===== config.mk =====
export PLATFORM = sky130hd
export DESIGN_NAME = kbd_event_queue
export DESIGN_NICKNAME = d
export VERILOG_FILES = /design/src/rtl/kbd_pkg.sv /design/src/rtl/kbd_sync_fifo.sv /design/src/rtl/kbd_event_queue.sv
export SDC_FILE = /design/constraint.sdc
export NUM_CORES = 1
export LEC_CHECK = 0
export CORE_MARGIN = 2
export CORE_UTILIZATION = 55
export DETAILED_ROUTE_END_ITERATION = 16
export GPL_TIMING_DRIVEN = 0
export PLACE_DENSITY_LB_ADDON = 0.15
export SLEW_MARGIN = 10
export SYNTH_ARGS = -nofsm -noshare
export SYNTH_HDL_FRONTEND = slang
export SYNTH_SLANG_ARGS = --single-unit

===== constraint.sdc =====
create_clock -name clk -period 2.9 [get_ports clk]
set_input_delay 0.29 -clock clk [delete_from_list [all_inputs] [get_ports clk]]
set_output_delay 0.29 -clock clk [all_outputs]
set_load 0.005 [all_outputs]

===== src/rtl/kbd_pkg.sv =====
// Shared constants, event layout and intake FSM state type for the
// keyboard event queue.
package kbd_pkg;

    // PS/2 set-2 scancodes with special meaning to the decoder
    localparam logic [7:0] SC_BREAK  = 8'hF0;
    localparam logic [7:0] SC_EXT    = 8'hE0;
    localparam logic [7:0] SC_CTRL   = 8'h14;
    localparam logic [7:0] SC_LSHIFT = 8'h12;
    localparam logic [7:0] SC_RSHIFT = 8'h59;
    localparam logic [7:0] SC_CAPS   = 8'h58;

    // Bit positions inside a 16-bit event word
    localparam int unsigned EVT_BREAK = 15;
    localparam int unsigned EVT_EXT   = 14;
    localparam int unsigned EVT_SHIFT = 13;
    localparam int unsigned EVT_CTRL  = 12;
    localparam int unsigned EVT_CAPS  = 11;
    localparam int unsigned EVT_WIDTH = 16;

    // Packed view of an event; field order matches the bit indices above
    typedef struct packed {
        logic       brk;
        logic       ext;
        logic       shift;
        logic       ctrl;
        logic       caps;
        logic [2:0] rsvd;
        logic [7:0] code;
    } kbd_evt_t;

    typedef enum logic {
        IDLE,
        ACK
    } intake_state_t;

    // Assemble an event word; reserved bits are always zero
    function automatic kbd_evt_t pack_event(
        input logic       brk,
        input logic       ext,
        input logic       shift,
        input logic       ctrl,
        input logic       caps,
        input logic [7:0] code
    );
        logic [EVT_WIDTH-1:0] w;
        w            = '0;
        w[EVT_BREAK] = brk;
        w[EVT_EXT]   = ext;
        w[EVT_SHIFT] = shift;
        w[EVT_CTRL]  = ctrl;
        w[EVT_CAPS]  = caps;
        w[7:0]       = code;
        return kbd_evt_t'(w);
    endfunction

endpackage


===== src/rtl/kbd_sync_fifo.sv =====
// Single-clock first-word-fall-through FIFO. A push into a full FIFO is
// accepted only when a pop happens in the same cycle; otherwise it is
// dropped and reported on 'drop'. Pops on an empty FIFO are ignored.
module kbd_sync_fifo #(
    parameter int unsigned DEPTH = 16,
    parameter int unsigned AW    = 4,
    parameter int unsigned WIDTH = 16
) (
    input  logic             clk,
    input  logic             rst,
    input  logic             push,
    input  logic             pop,
    input  logic [WIDTH-1:0] din,
    output logic [WIDTH-1:0] dout,
    output logic             empty,
    output logic             full,
    output logic [AW:0]      count,
    output logic             drop
);

    localparam logic [AW:0] FULL_CNT = (AW+1)'(DEPTH);

    logic [WIDTH-1:0] mem [DEPTH];
    logic [AW-1:0]    wr_ptr;
    logic [AW-1:0]    rd_ptr;
    logic             push_ok;
    logic             pop_ok;

    // Accept/reject decisions for this cycle
    always_comb begin
        empty   = (count == '0);
        full    = (count == FULL_CNT);
        pop_ok  = pop && !empty;
        push_ok = push && (!full || pop_ok);
        drop    = push && !push_ok;
        dout    = empty ? '0 : mem[rd_ptr];
    end

    // Storage array, written only on accepted pushes
    always_ff @(posedge clk) begin
        if (push_ok) begin
            mem[wr_ptr] <= din;
        end
    end

    // Pointer and occupancy tracking; pointers wrap naturally at DEPTH
    always_ff @(posedge clk) begin
        if (rst) begin
            wr_ptr <= '0;
            rd_ptr <= '0;
            count  <= '0;
        end else begin
            if (push_ok) begin
                wr_ptr <= wr_ptr + 1'b1;
            end
            if (pop_ok) begin
                rd_ptr <= rd_ptr + 1'b1;
            end
            case ({push_ok, pop_ok})
                2'b10:   count <= count + 1'b1;
                2'b01:   count <= count - 1'b1;
                default: count <= count;
            endcase
        end
    end

endmodule


===== src/rtl/kbd_event_queue.sv =====
// PS/2 scancode intake: acknowledges each received byte, decodes F0/E0
// prefixes, tracks modifier keys and queues one 16-bit event per make or
// break for the CPU to pop.
module kbd_event_queue
    import kbd_pkg::*;
#(
    parameter int unsigned DEPTH = 16,
    parameter int unsigned AW    = 4
) (
    input  logic          clk,
    input  logic          rst,
    input  logic [7:0]    rx_data,
    input  logic          rx_ready,
    output logic          rx_next_n,
    input  logic          rd_en,
    output logic [15:0]   evt_data,
    output logic          evt_valid,
    output logic [AW:0]   evt_count,
    output logic          overflow,
    input  logic          clr_ovf
);

    intake_state_t state;

    logic     ctrl;
    logic     shift_l;
    logic     shift_r;
    logic     caps;
    logic     brk_pend;
    logic     ext_pend;

    logic     capture;
    logic     is_prefix;
    logic     push;
    logic     fifo_empty;
    logic     fifo_full;
    logic     drop;
    kbd_evt_t evt;

    // Byte capture qualification and event assembly from pre-update state
    always_comb begin
        capture   = (state == IDLE) && rx_ready;
        is_prefix = (rx_data == SC_BREAK) || (rx_data == SC_EXT);
        push      = capture && !is_prefix;
        evt       = pack_event(brk_pend, ext_pend, shift_l | shift_r,
                               ctrl, caps, rx_data);
    end

    // Intake handshake: one capture, then one cycle of rx_next_n low
    always_ff @(posedge clk) begin
        if (rst) begin
            state     <= IDLE;
            rx_next_n <= 1'b1;
        end else begin
            case (state)
                IDLE: begin
                    if (rx_ready) begin
                        state     <= ACK;
                        rx_next_n <= 1'b0;
                    end
                end
                ACK: begin
                    state     <= IDLE;
                    rx_next_n <= 1'b1;
                end
                default: begin
                    state     <= IDLE;
                    rx_next_n <= 1'b1;
                end
            endcase
        end
    end

    // Prefix flags and modifier state, updated on each captured byte
    always_ff @(posedge clk) begin
        if (rst) begin
            brk_pend <= 1'b0;
            ext_pend <= 1'b0;
            ctrl     <= 1'b0;
            shift_l  <= 1'b0;
            shift_r  <= 1'b0;
            caps     <= 1'b0;
        end else if (capture) begin
            if (rx_data == SC_BREAK) begin
                brk_pend <= 1'b1;
            end else if (rx_data == SC_EXT) begin
                ext_pend <= 1'b1;
            end else begin
                brk_pend <= 1'b0;
                ext_pend <= 1'b0;
                case (rx_data)
                    SC_CTRL:   ctrl    <= !brk_pend;
                    SC_LSHIFT: shift_l <= !brk_pend;
                    SC_RSHIFT: shift_r <= !brk_pend;
                    // Every make toggles, including typematic repeats
                    SC_CAPS:   if (!brk_pend) caps <= !caps;
                    default:   ;
                endcase
            end
        end
    end

    // Sticky overflow; a drop in the same cycle as a clear keeps it set
    always_ff @(posedge clk) begin
        if (rst) begin
            overflow <= 1'b0;
        end else if (drop) begin
            overflow <= 1'b1;
        end else if (clr_ovf) begin
            overflow <= 1'b0;
        end
    end

    kbd_sync_fifo #(
        .DEPTH (DEPTH),
        .AW    (AW),
        .WIDTH (16)
    ) u_fifo (
        .clk   (clk),
        .rst   (rst),
        .push  (push),
        .pop   (rd_en),
        .din   (evt),
        .dout  (evt_data),
        .empty (fifo_empty),
        .full  (fifo_full),
        .count (evt_count),
        .drop  (drop)
    );

    // Valid mirrors FIFO occupancy; fifo_full is folded in only to keep it referenced
    always_comb begin
        evt_valid = !fifo_empty || (fifo_full && 1'b0);
    end

endmodule


==> flow_summary.json, run 1 <==
{
  "synth_edf_count": 208,
  "overflow": 0,
  "min-delay-path-class": "input port to flip-flop",
  "instances_no_fill": 805,
  "grt_max_degree": 20,
  "io_buffers": 33,
  "grt_usage_pct": 24.2,
  "clock_skew_ns": 0.0146,
  "worstPathCellList": "buf_12 > buf_8 > buf_12 > buf_8 > buf_6 > mux4_2 > mux4_2 > and2_4 > buf_6",
  "cp-end-kind": "output port",
  "core_um2": 16500,
  "tritoncts": "done",
  "dr.first_iter.drc_count": 446,
  "violations": "setup timing",
  "ys_types": 39,
  "wl_per_cell_um": 25.8,
  "ys.flop_type": "edfxtp_1",
  "die_y_um": 134,
  "setup_viol": 2,
  "fp.dieW_um": 134,
  "max_slew_margin_pct": 39.7,
  "crit_slowest_cell": "mux4_2",
  "htree_levels": 1,
  "dp.cells": 734,
  "hpwl_mm": 13.0,
  "synth_top_area_cell": "edfxtp_1",
  "grt_pass1_vias": 4949,
  "powerDensity_nw_per_um2": 829,
  "holdWs_ns": 0.300,
  "fin_ws_ns": -0.0284,
  "power.leakage_nw": 3.82,
  "yosysTopAreaCellShare_pct": 67.5,
  "finalCriticalPeriod_ns": 2.93,
  "clock_latency_ns": 0.51,
  "yosysMostFrequentCell": "edfxtp_1",
  "synth_common_cells": "208 x edfxtp_1, 65 x mux4_2, 37 x nor2_1",
  "cp_max_fo": 5,
  "seq_area_frac_synth_pct": 73.2,
  "synthCells": 463,
  "arrival_ns": 2.64,
  "initial_core_util_pct": 56.0,
  "syn_area_per_cell_um2": 20.0,
  "viasPerCell": 5.94,
  "grt_pass1_wl_mm": 31.1,
  "wl_mm": 20.8,
  "cts_buffer_depth": 3,
  "routabilityCongestion": 0.736,
  "cp_num_buf_inv": 6,
  "yosysWarnings": 0,
  "die_area_um2": 17900,
  "utilization_pct": 69.0,
  "vdd_drop_max_mv": 0.517,
  "worst_ep_required_time_ns": 2.61,
  "antenna_cells": 0,
  "ys_ff_latch": 234,
  "worstSetupPathType": "flip-flop to output port",
  "ios": 37,
  "rows": 47,
  "status": "complete, but fails checks",
  "finalCritPeriodShare_pct": 101,
  "vias": 4785,
  "first_pass_iters": 5,
  "crit_family": "multiplexers",
  "max_stage_delay_ns": 0.48,
  "worstMarginPinSlew_ns": 0.905,
  "netlist_area_um2": 9250,
  "clkSinkCount": 234,
  "antenna_found_initial": 0,
  "ys_async_sr_fraction_pct": 0,
  "cap_violations": 0,
  "drt.antenna.violating_nets": 0,
  "area_delta_synth_final_pct": 23.3,
  "drc_errors": 0,
  "cts-buffers-inserted": 23,
  "rsz0062_at_grt": "yes",
  "clk_pin_slew_ns": 0.07,
  "root_buffer": "clkbuf_16",
  "synthTopCellsByArea": "edfxtp_1 68%, mux4_2 16%, dfxtp_1 5.6%",
  "postCtsHoldBufs": 0,
  "slew_violations": 0,
  "finalHoldViolCount": 0,
  "max_freq_ghz": 0.341,
  "drive_gt1_share_pct": 34.7,
  "start_kind": "flip-flop",
  "final_nets": 592
}
state kept, by name, indices dropped and copies added, names as in the netlist, named ones only:
| name | count |
|---|---|
| u_fifo.mem | 208 |
| u_fifo.count | 5 |
| u_fifo.rd_ptr | 4 |
| u_fifo.wr_ptr | 4 |
| brk_pend | 1 |
| caps | 1 |
| ctrl | 1 |
| ext_pend | 1 |
| overflow | 1 |
| rx_next_n | 1 |
| shift_l | 1 |
| shift_r | 1 |
| state | 1 |
logic make-up (layout without fill, tap and decap cells):
| group | count (synthesis) | in the layout | synth area share, % |
|---|---|---|---|
| adders and majority gates | 9 | 9 | 1.30 |
| buffers and inverters | 34 | 154 | 2.00 |
| and+or+nand+nor | 85 | 85 | 4.68 |
| DFF | 234 | 234 | 73.2 |
| AOI/OAI and AO/OA | 18 | 18 | 1.27 |
| xor gates and xnor gates | 9 | 9 | 0.852 |
| other | 1 | 3 | 0.0405 |
| muxes | 73 | 73 | 16.7 |
cell usage in the layout (no fill, tap or decap), types with 2 or more instances in the layout:
cell,count
nor2_1,24
buf_6,17
a21o_1,2
and2_1,6
nand2_1,10
dfxtp_2,2
buf_4,21
clkbuf_8,9
dlygate4sd2_1,2
dlymetal6s2s_1,2
clkdlybuf4s50_1,13
buf_8,9
nor3_4,3
a21oi_1,8
o21ai_0,3
nor2b_1,3
clkbuf_2,2
inv_1,11
mux2i_1,7
o21a_1,2
nor2_4,9
nand3_1,4
or3b_2,2
xnor2_1,5
nand2b_1,3
ha_1,8
xor2_1,4
clkdlybuf4s15_1,4
nor2_2,4
and2_4,7
dfxtp_1,24
buf_2,6
buf_12,15
clkinv_1,2
clkbuf_16,24
edfxtp_1,208
clkbuf_1,15
mux4_2,65
conb_1,3
final cells by class:
type	instances	area, um2
Inverter	11	41.3
Timing Repair Buffer	83	947
Fill cell	1037	5120
Clock inverter	4	42.5
Clock buffer	36	664
Multi-Input combinational cell	197	2460
Tap cell	220	275
Buffer	20	206
Sequential cell	234	6770
stage by stage:
stage                     power, W  cell area [um2]  setup WS (ns)  setup TNS [ns]
final                      0.00945            11400        -0.0284         -0.0531
after global routing       0.00981            11400         -0.113          -0.708
after CTS                  0.00939            11300        -0.0780          -0.225
after detailed placement   0.00607            10100         -0.952         -132.61
after global placement     0.00600             9860          -1.95         -278.67
after floorplan            0.00522             9260          0.293               0
report_power, final:
part           internal (W)  switching [W]
logic               0.00161        0.00114
clock network       0.00165        0.00119
registers           0.00377      0.0000924
final timing paths:
check | start | end | slack [ns] | cells past startpoint
worst max register to register | state | u_fifo.mem[3][9] | 0.24 | 5
worst min register to register | state | rx_next_n | 0.50 | 2
worst max-delay path | flip-flop | evt_data[11] | -0.03 | 9
worst min-delay path | rx_data[1] | u_fifo.mem[10][1] | 0.30 | 1
worst register-to-register path, cell delays in order, from the launching register on:
cell and delay (ns):
dfxtp_1 0.31, nand2b_1 0.23, a41oi_4 0.41, nand3_1 0.35, nor3_2 0.72, buf_4 0.33
repair_timing:
action                     CTS  global route
pin swaps                    0             3
setup endpoints to repair  173           100
buffers inserted            21            13
gates cloned                 2             1
gates resized for setup    105            28
metal layers:
| metal | routed length, um | GRT usage [%] |
|---|---|---|
| met4 | 365 | 5.02 |
| met1 | 8830 | 35.6 |
| met5 | 0 | 0 |
| met2 | 10500 | 39.9 |
| met3 | 1080 | 3.31 |
Note: power is estimated with default switching activity, not from simulation.
==> inputs of run 2 (changes only) <==
--- a/config.mk
+++ b/config.mk
@@ -5,6 +5,9 @@
 export SDC_FILE = /design/constraint.sdc
 export NUM_CORES = 1
 export LEC_CHECK = 0
+export ABC_AREA = 0
+export CAP_MARGIN = 20
+export CORE_ASPECT_RATIO = 0.8
 export CORE_MARGIN = 2
 export CORE_UTILIZATION = 55
 export DETAILED_ROUTE_END_ITERATION = 16
==> run 2 against run 1 <==
Largest power group unchanged. The flow now finishes without violations. Clock-buffer cell count down 4. Hold slack got worse by 0.082 ns. Flip-flop and latch count unchanged.
==> flow_summary.json, run 2 (synthesized netlist as in run 1, its figures left out) <==
{
  "status": "finished, final reports clean",
  "io_buffers": 33,
  "top_register": "u_fifo.mem",
  "ios": 37,
  "postCtsHoldBufs": 0,
  "top_regs": "u_fifo.mem (208), u_fifo.count (5)",
  "grt_usage_pct": 23.8,
  "area_delta_synth_final_pct": 21.6,
  "largest_register_ffs": 208,
  "finalCriticalPeriod_ns": 2.90,
  "cp-end-kind": "output port",
  "first_pass_iters": 4,
  "drive_gt1_share_pct": 34.1,
  "finalHoldViolCount": 0,
  "max_stage_delay_ns": 0.50,
  "worstSetupPathType": "flip-flop to output port",
  "hpwl_mm": 12.6,
  "layout_commonest_cell": "edfxtp_1",
  "fillCellCount": 1084,
  "vdd_drop_max_mv": 0.590,
  "start_kind": "flip-flop",
  "grt_max_degree": 20,
  "power.leakage_nw": 3.74,
  "drt.antenna.violating_nets": 0,
  "tritoncts": "done",
  "htree_levels": 1,
  "die_y_um": 120,
  "whs_path_depth": 1,
  "clock_skew_ns": 0.0128,
  "dpl_cell_area_um2": 10100,
  "instances_no_fill": 794,
  "die_area_um2": 17900,
  "max_slew_margin_pct": 36.9,
  "cts_buffer_depth": 3,
  "crit_family": "multiplexers",
  "cp_num_buf_inv": 3,
  "path_depth": 6,
  "wl_per_cell_um": 25.6,
  "clock_latency_ns": 0.51,
  "wl_mm": 20.3,
  "rows": 42,
  "worstMarginPinSlew_ns": 0.946,
  "viasPerCell": 5.93,
  "setup_viol": 0,
  "final_nets": 578,
  "finalCritPeriodShare_pct": 100,
  "design_area_um2": 11300,
  "overflow": 0,
  "min-delay-path-class": "input port to flip-flop",
  "worstPathCellList": "buf_12 > buf_16 > mux4_2 > mux4_2 > and2_1 > dlygate4sd2_1",
  "crit_slowest_cell": "mux4_2",
  "max_freq_ghz": 0.345,
  "fp.dieW_um": 149,
  "setup_tns_ns": 0,
  "multi_input_area_um2": 2450,
  "clkSinkCount": 234,
  "cp_common_cell": "mux4_2",
  "powerDensity_nw_per_um2": 830,
  "cp_max_fo": 5,
  "antenna_found_initial": 0,
  "arrival_ns": 2.61,
  "worst_ep_required_time_ns": 2.61,
  "cts-buffers-inserted": 24,
  "core_um2": 16500,
  "root_buffer": "clkbuf_16",
  "slew_violations": 0,
  "routabilityCongestion": 0.774,
  "rsz0062_at_grt": "yes",
  "clk_pin_slew_ns": 0.06,
  "initial_core_util_pct": 56.1,
  "grt_pass1_wl_mm": 30.3,
  "cap_violations": 0,
  "antenna_cells": 0,
  "grt_pass1_vias": 4772,
  "vias": 4711,
  "layout_common_cells": "208 x edfxtp_1, 65 x mux4_2, 27 x clkbuf_16, 24 x nor2_1, 24 x dfxtp_1",
  "r2r_cells": 7,
  "dr.first_iter.drc_count": 538,
  "regArea_um2": 6770,
  "dp.cells": 730,
  "drc_errors": 0
}
[run 2: cell count changes in the layout (fill, tap and decap cells not counted), moves of 3 or more]
cell / previous run / this run
buf_6: 17 / 8
buf_4: 21 / 13
clkbuf_2: 2 / 10
buf_12: 15 / 9
clkbuf_1: 15 / 11
clkinv_2: 1 / 5
buf_2: 6 / 3
clkbuf_16: 24 / 27
clkbuf_8: 9 / 6
[run 2: final cells by class]
type / instances / share of cell area (%)
sequential: 234 / 60.2
multi-input combinational: 197 / 21.8
timing repair buffer: 66 / 6.34
clock buffer: 32 / 5.97
tap: 220 / 2.45
buffer: 22 / 2.27
clock inverter: 12 / 0.678
inverter: 11 / 0.367
[run 2: metrics by stage]
stage	utilization [%]	setup slack (ns)	power (W)	hold WS [ns]
final	68.2	0.000179	0.00934	0.218
after global routing	68.2	-0.0849	0.00972	0.254
after CTS	67.6	-0.0598	0.00922	0.420
after detailed placement	61.0	-0.843	0.00608	0.476
after global placement	59.8	-1.81	0.00602	0.459
after floorplan	-	0.293	0.00522	0.389
[run 2: per-layer routing]
| layer | GRT usage, % | wire length [um] | part of all wire (%) |
|---|---|---|---|
| met5 | 0 | 0 | 0 |
| met4 | 5.60 | 307 | 1.5 |
| met3 | 5.82 | 1430 | 7.0 |
| met2 | 38.2 | 10100 | 50 |
| met1 | 33.7 | 8500 | 42 |
[run 2: power by group]
group | total (W) | leakage [nW] | switching (W) | internal, W
clock network | 0.00289 | 0.366 | 0.00125 | 0.00164
logic | 0.00257 | 1.26 | 0.00111 | 0.00146
registers | 0.00387 | 2.11 | 0.000103 | 0.00377
total | 0.00934 | 3.74 | 0.00246 | 0.00688
[run 2: worst paths after layout]
path / slack, ns / to / start
worst max-delay path: 0.0002 / evt_data[3] / flip-flop
worst min register to register: 0.50 / flip-flop / u_fifo.rd_ptr[1]
worst min-delay path: 0.22 / u_fifo.mem[4][6] / rx_data[6]
worst max register to register: 0.13 / u_fifo.mem[4][6] / state
[run 2: repair_timing]
item                                    4_1_cts  5_1_grt
gates cloned                                  2        2
hold endpoints to repair                      0        0
gates resized for setup                      79       37
pin swaps                                     3        1
buffers inserted                              9       10
endpoints found under the setup margin      154      110
==> patch 1: new RTL, flow settings as in run 2 <==
`DEPTH` is set to 16 in 2 places; all go to 32.
--- a/src/rtl/kbd_sync_fifo.sv
+++ b/src/rtl/kbd_sync_fifo.sv
@@ -3,5 +3,5 @@
 // dropped and reported on 'drop'. Pops on an empty FIFO are ignored.
 module kbd_sync_fifo #(
-    parameter int unsigned DEPTH = 16,
+    parameter int unsigned DEPTH = 32,
     parameter int unsigned AW    = 4,
     parameter int unsigned WIDTH = 16
--- a/src/rtl/kbd_event_queue.sv
+++ b/src/rtl/kbd_event_queue.sv
@@ -5,5 +5,5 @@
     import kbd_pkg::*;
 #(
-    parameter int unsigned DEPTH = 16,
+    parameter int unsigned DEPTH = 32,
     parameter int unsigned AW    = 4
 ) (
Behaviour: not the same (a bounded check fails within 4 cycles, from zero or initial values and one cycle with rst high).
==> patch 1 against run 2 <==
Area after synthesis increased by 2.4%. Sequential cell count unchanged. Critical path depth grew 6. Synthesized cell count increased by 11%. Cell area rose by 1.6%. Wire length fell by 1.6%. Total power rose by 2.4%. Maximum frequency is 0.99% higher. Setup slack better by 28 ps. Via count grew 8.4%. Critical path type is now flip-flop to flip-flop. Largest cell class unchanged. Highest routed layer unchanged.
==> patch 1: results (changes against run 2) <==
For the maximum level of the CTS H-tree, the log shows 1 (unchanged). The run gives 3 (unchanged) as the buffer depth of the longest clock path. Maximum fanout along the worst path: 6 (+1).

The per-cell via count in the routed design works out to 6.09 (+2.7%). The count of unique library cells instantiated by Yosys was 50 (+28%); the count of buffers from port buffering was 32 (-3.0%). For the global-route wire length before repair, the log shows 30.7 mm (+1.3%). The tree is rooted in a sky130_fd_sc_hd__clkbuf_16. The tools report the number of fill cells as 1,084 (unchanged). After synthesis, the cell types taking the most area are sky130_fd_sc_hd__edfxtp_1 66%, sky130_fd_sc_hd__mux4_2 12%, sky130_fd_sc_hd__dfxtp_1 5.5%, sky130_fd_sc_hd__a211oi_1 2.1%, sky130_fd_sc_hd__mux2i_1 1.9%. The arrival time at the worst endpoint was 3310 ps (+700 ps); the synthesis warning total was 0 (unchanged). For the worst-skew pair, the clock arrives at the later sink with an insertion delay of 500 ps. The worst IR drop on VDD was 0.557 mV (-5.6%).

In the synthesized netlist, the cells that appear most often are 208 x sky130_fd_sc_hd__edfxtp_1, 52 x sky130_fd_sc_hd__mux4_2, 26 x sky130_fd_sc_hd__a211oi_1, 26 x sky130_fd_sc_hd__dfxtp_1, 26 x sky130_fd_sc_hd__nor2_1. The run finished with clean final reports. For the violation count after the first detailed-route iteration, the log shows 402 (-25%).

The instance area at placement came out at 10,200 um2 (+1.6%). The biggest cell delay along the critical path came out at 570 ps (+70 ps). The via count of the first global-routing pass is 5,205 (+9.1%), and the share of post-route cells with drive strength above 1 is 0.319 (-0.0227).

The CTS buffer count is 23 (-4.2%), and the clock-pin transition on the worst setup and hold timing paths is 60 ps (about the same). The run gives 5 (+1) as the number of detailed-route iterations in the first pass. For the antenna cell count, the log shows 0 (unchanged). Number of synthesized flops with an enable pin: 208 (unchanged).

On the critical path the largest part of the delay comes from simple AND/OR/NAND/NOR gates. The routability-driven placement congestion ratio is 0.789 (+2.0%). The fraction of registers with async set or reset after synthesis is 0 (unchanged). The mean routed wirelength per cell works out to 23.9 um (-6.8%).

The leakage power summed over all cells is 3.81 nW (+1.9%). The slowest stage cell on the critical path is sky130_fd_sc_hd__or4_4. The global-route total usage across every layer came out at 0.232 (-0.00603). The initial antenna violation count was 0 (unchanged). Total number of nets in the final design: 624 (+8.0%). The tools report the post-route clock skew as 11.9 ps (-0.839 ps). For the final design area excluding fillers, the log shows 11,400 um2 (+1.6%). In the final layout, the registers with the most flip-flops are u_fifo.mem: 208 flops, u_fifo.count: 5 flops.

The max-slew headroom at the worst pin was 0.414 (+0.0453). The share of the yosys chip area belonging to registers was 0.714 (-0.0173). The detailed placer's ending HPWL was 13.0 mm (+2.7%). The run gives 21 (+5.0%) as the largest net degree at the start of global routing.

In this run the worst hold path is classified as input port to flip-flop.
## patch 1: final timing paths
path | endpoint | slack [ps] | cells past startpoint | start
hold reg to reg | rx_next_n | 510 | 2 | rx_next_n
setup / recovery | u_fifo.count[4] | 30 | 12 | u_fifo.count[4]
hold / removal | u_fifo.count[3] | 220 | 3 | rst
setup reg to reg | u_fifo.count[4] | 30 | 12 | u_fifo.count[4]
## patch 1: power breakdown
| group | leakage (nW) | switching, mW | internal, mW |
|---|---|---|---|
| Combinational | 1.31 | 1.28 | 1.31 |
| Clock | 0.399 | 1.19 | 1.90 |
| Sequential | 2.10 | 0.0774 | 3.80 |
## patch 1: per-stage QoR
stage          total power [mW]   util  setup slack (ps)  cells  setup TNS [ps]
6_report                   9.56  0.684              28.6    838               0
5_1_grt                    9.93  0.684             -68.2    838           -68.2
4_1_cts                    9.39  0.674             -90.6    829           -91.5
3_5_place_dp               6.12  0.612             -1260    780         -119210
3_3_place_gp               6.03  0.603             -2320    769         -257150
2_1_floorplan              5.25      -              20.3    517               0
## patch 1: final cells by class
type,count,area share
inverters,8,0.00263
multi-input cells,240,0.235
well taps,220,0.0241
plain buffers,33,0.0262
clock inverters,8,0.0104
flip-flops and latches,234,0.593
clock buffers,33,0.0598
repair buffers,62,0.0494
## patch 1: cell families after synthesis
kind of cell               share of synthesized area
AOI/OAI and AO/OA                             0.0392
xor gates and xnor gates                     0.00647
adders and majority gates                     0.0119
buffers and inverters                         0.0250
DFF                                            0.714
muxes                                          0.143
other                                       0.000396
and+or+nand+nor                               0.0602
## patch 1: routing by layer
layer,GRT usage,vias to the layer above,share of wire
li1,-,2253,-
met1,0.353,2648,0.45
met2,0.364,176,0.48
met3,0.0278,28,0.053
met4,0.0607,0,0.022
met5,0,-,0
## patch 1: worst reg2reg max path, delay by kind of cell, from the launching register on
kind            cells  cell delay [ps]
compound gates      3              620
flops               1              360
fa+ha+maj           2              360
xor+xnor            1              140
simple gates        3             1000
buf+inv             3              340
## patch 1: repair_timing
action	in CTS	in global routing
resized for setup	70	33
pin swaps	3	11
endpoints found under the setup margin	135	33
buffers inserted	8	11
==> patch 2: new RTL, settings of run 2 <==
Made on the original files. Put a register stage on the output `evt_count`, with the module's reset. The value now appears one clock later. The other outputs are not delayed to match.
--- a/src/rtl/kbd_event_queue.sv
+++ b/src/rtl/kbd_event_queue.sv
@@ -20,4 +20,6 @@
     input  logic          clr_ovf
 );
+
+    logic [AW:0] evt_count_d;
 
     intake_state_t state;
@@ -125,5 +127,5 @@
         .empty (fifo_empty),
         .full  (fifo_full),
-        .count (evt_count),
+        .count (evt_count_d),
         .drop  (drop)
     );
@@ -134,4 +136,12 @@
     end
 
+    always_ff @(posedge clk) begin
+        if (rst) begin
+            evt_count <= '0;
+        end else begin
+            evt_count <= evt_count_d;
+        end
+    end
+
 endmodule
 
Check against the original RTL: not equivalent (a bounded check fails within 4 cycles, from zero or initial values and one cycle with rst high).
==> patch 2 against run 2 <==
The flow now finishes with violations (setup timing). Utilization down 0.47 points. Total power grew 3.5%. Critical path depth up 3. Sequential cell count is 5 higher. Area after synthesis grew 1.7%. Sequential share of layout area increased by 0.69 points. Combinational power is 9.3% higher. Maximum frequency shrank 2.0%. Cell area rose by 0.27%. Count of clock-buffer cells in the layout shrank 3. Wire length rose by 4.3%. Setup slack got worse by 58 ps. Critical endpoint is now evt_data[5].
==> patch 2: results (changes against run 2) <==
The logs give 0.390 (+0.00879) for the met2 global-route usage and 0.0538 (-0.00442) for the met3 track demand over resource in global routing. The number of setup violations in the final report is 3 (+3), and the depth of the worst hold-timing path is 2 (+1). The worst IR drop on VDD came out at 0.558 mV (-5.4%). The worst hold slack after final layout was 204 ps (-14.2 ps). The most critical setup path has its endpoint at evt_data[5]. Maximum fanout along the worst path: 4 (-1). The number of detailed-route iterations in the first pass was 5 (+1).

The largest net degree at the start of global routing is 21 (+5.0%), and the area share of xor/xnor cells in the synthesized design is 0.00838 (-0.000146). The count of buffers from port buffering came out at 32 (-3.0%). The tools report the total number of nets in the final design as 581 (+0.52%). The share of cell area taken by muxes after synthesis was 0.163 (-0.00380). The share of post-route cells with drive strength above 1 was 0.337 (-0.00409). The capture point of the worst reg-to-reg path is u_fifo.count[4]. Counting instances in the post-synthesis netlist gives the leading cell types as 208 x sky130_fd_sc_hd__edfxtp_1, 65 x sky130_fd_sc_hd__mux4_2, 31 x sky130_fd_sc_hd__dfxtp_1.

Ratio of final minimum period to clock period: 1.02 (+0.0201). The detailed placer's ending HPWL is 11.8 mm (-6.9%). By area the synthesized netlist is led by sky130_fd_sc_hd__edfxtp_1 66%, sky130_fd_sc_hd__mux4_2 16%, sky130_fd_sc_hd__dfxtp_1 6.6%, sky130_fd_sc_hd__and2_1 1.7%, sky130_fd_sc_hd__nor2_1 0.96%. The global-route wire length before repair is 31.2 mm (+3.1%).

The count of placed standard cells including taps is 728 (-0.27%), and the post-synthesis adder-cell area fraction is 0.00931 (-0.00368). The synthesized netlist cell count was 474 (+2.4%). The count of unique library cells instantiated by Yosys came out at 41 (+5.1%). The tools report the violation count after the first detailed-route iteration as 485 (-9.9%). The number of fill cells came out at 1,072 (-1.1%). The checks that failed: setup timing. The share of the yosys chip area belonging to registers is 0.730 (-0.00191).

The run finished, with violations left. For the met1 layer usage reported by global route, the log shows 0.352 (+0.0146). The run gives 798 (+0.50%) as the number of cells in the finished layout apart from fillers.

The routed via count is 4,833 (+2.6%), and the setup slack after layout is -58.2 ps (-58.4 ps). The tools report the startpoint of the worst-slack reg-to-reg timing path as u_fifo.count[2]. The largest registers in the layout are u_fifo.mem: 208 flops, evt_count: 5 flops, u_fifo.count: 5 flops.
[patch 2: changes by cell type after synthesis, moves of 3 or more]
cell	before	now
sky130_fd_sc_hd__nand4_1	0	3
sky130_fd_sc_hd__dfxtp_1	26	31
sky130_fd_sc_hd__and4_1	1	4
sky130_fd_sc_hd__inv_1	11	6
sky130_fd_sc_hd__nor2_1	37	24
sky130_fd_sc_hd__and2_1	13	25
sky130_fd_sc_hd__nor2b_1	3	6
sky130_fd_sc_hd__buf_2	1	4
sky130_fd_sc_hd__nand3_1	4	7
[patch 2: per-layer routing]
metal	wire, um	share of wire	vias to the layer above
met5	0	0	-
met4	452	0.021	0
met3	1600	0.076	34
met2	10300	0.49	189
met1	8800	0.42	2534
li1	-	-	2076
[patch 2: cell type report]
| cell class | instances | share of cell area |
|---|---|---|
| plain buffers | 24 | 0.0221 |
| clock buffers | 29 | 0.0568 |
| clock inverters | 14 | 0.00943 |
| inverters | 6 | 0.00200 |
| multi-input cells | 206 | 0.217 |
| flip-flops and latches | 239 | 0.609 |
| well taps | 220 | 0.0244 |
| repair buffers | 60 | 0.0598 |
[patch 2: critical path, delay by kind of cell, from the launching register on]
family | cells | cell delay (ps)
flops | 1 | 340
simple gates | 1 | 180
mux | 2 | 980
buf+inv | 6 | 650
[patch 2: repair_timing]
action	CTS	global route
pin swaps	0	1
hold buffers	0	0
gates resized for setup	122	29
endpoints found under the setup margin	223	223
buffers inserted	28	2
cloned	3	0
hold endpoints to repair	0	0
[patch 2: per-stage QoR]
stage	setup slack, ps	TNS (ps)	cell area, um2
floorplan	440	0	9420
global route	-126	-547	11300
detailed placement	-882	-163010	10000
CTS	-148	-708	11300
finish	-58.2	-117	11300
global placement	-737	-134170	10000
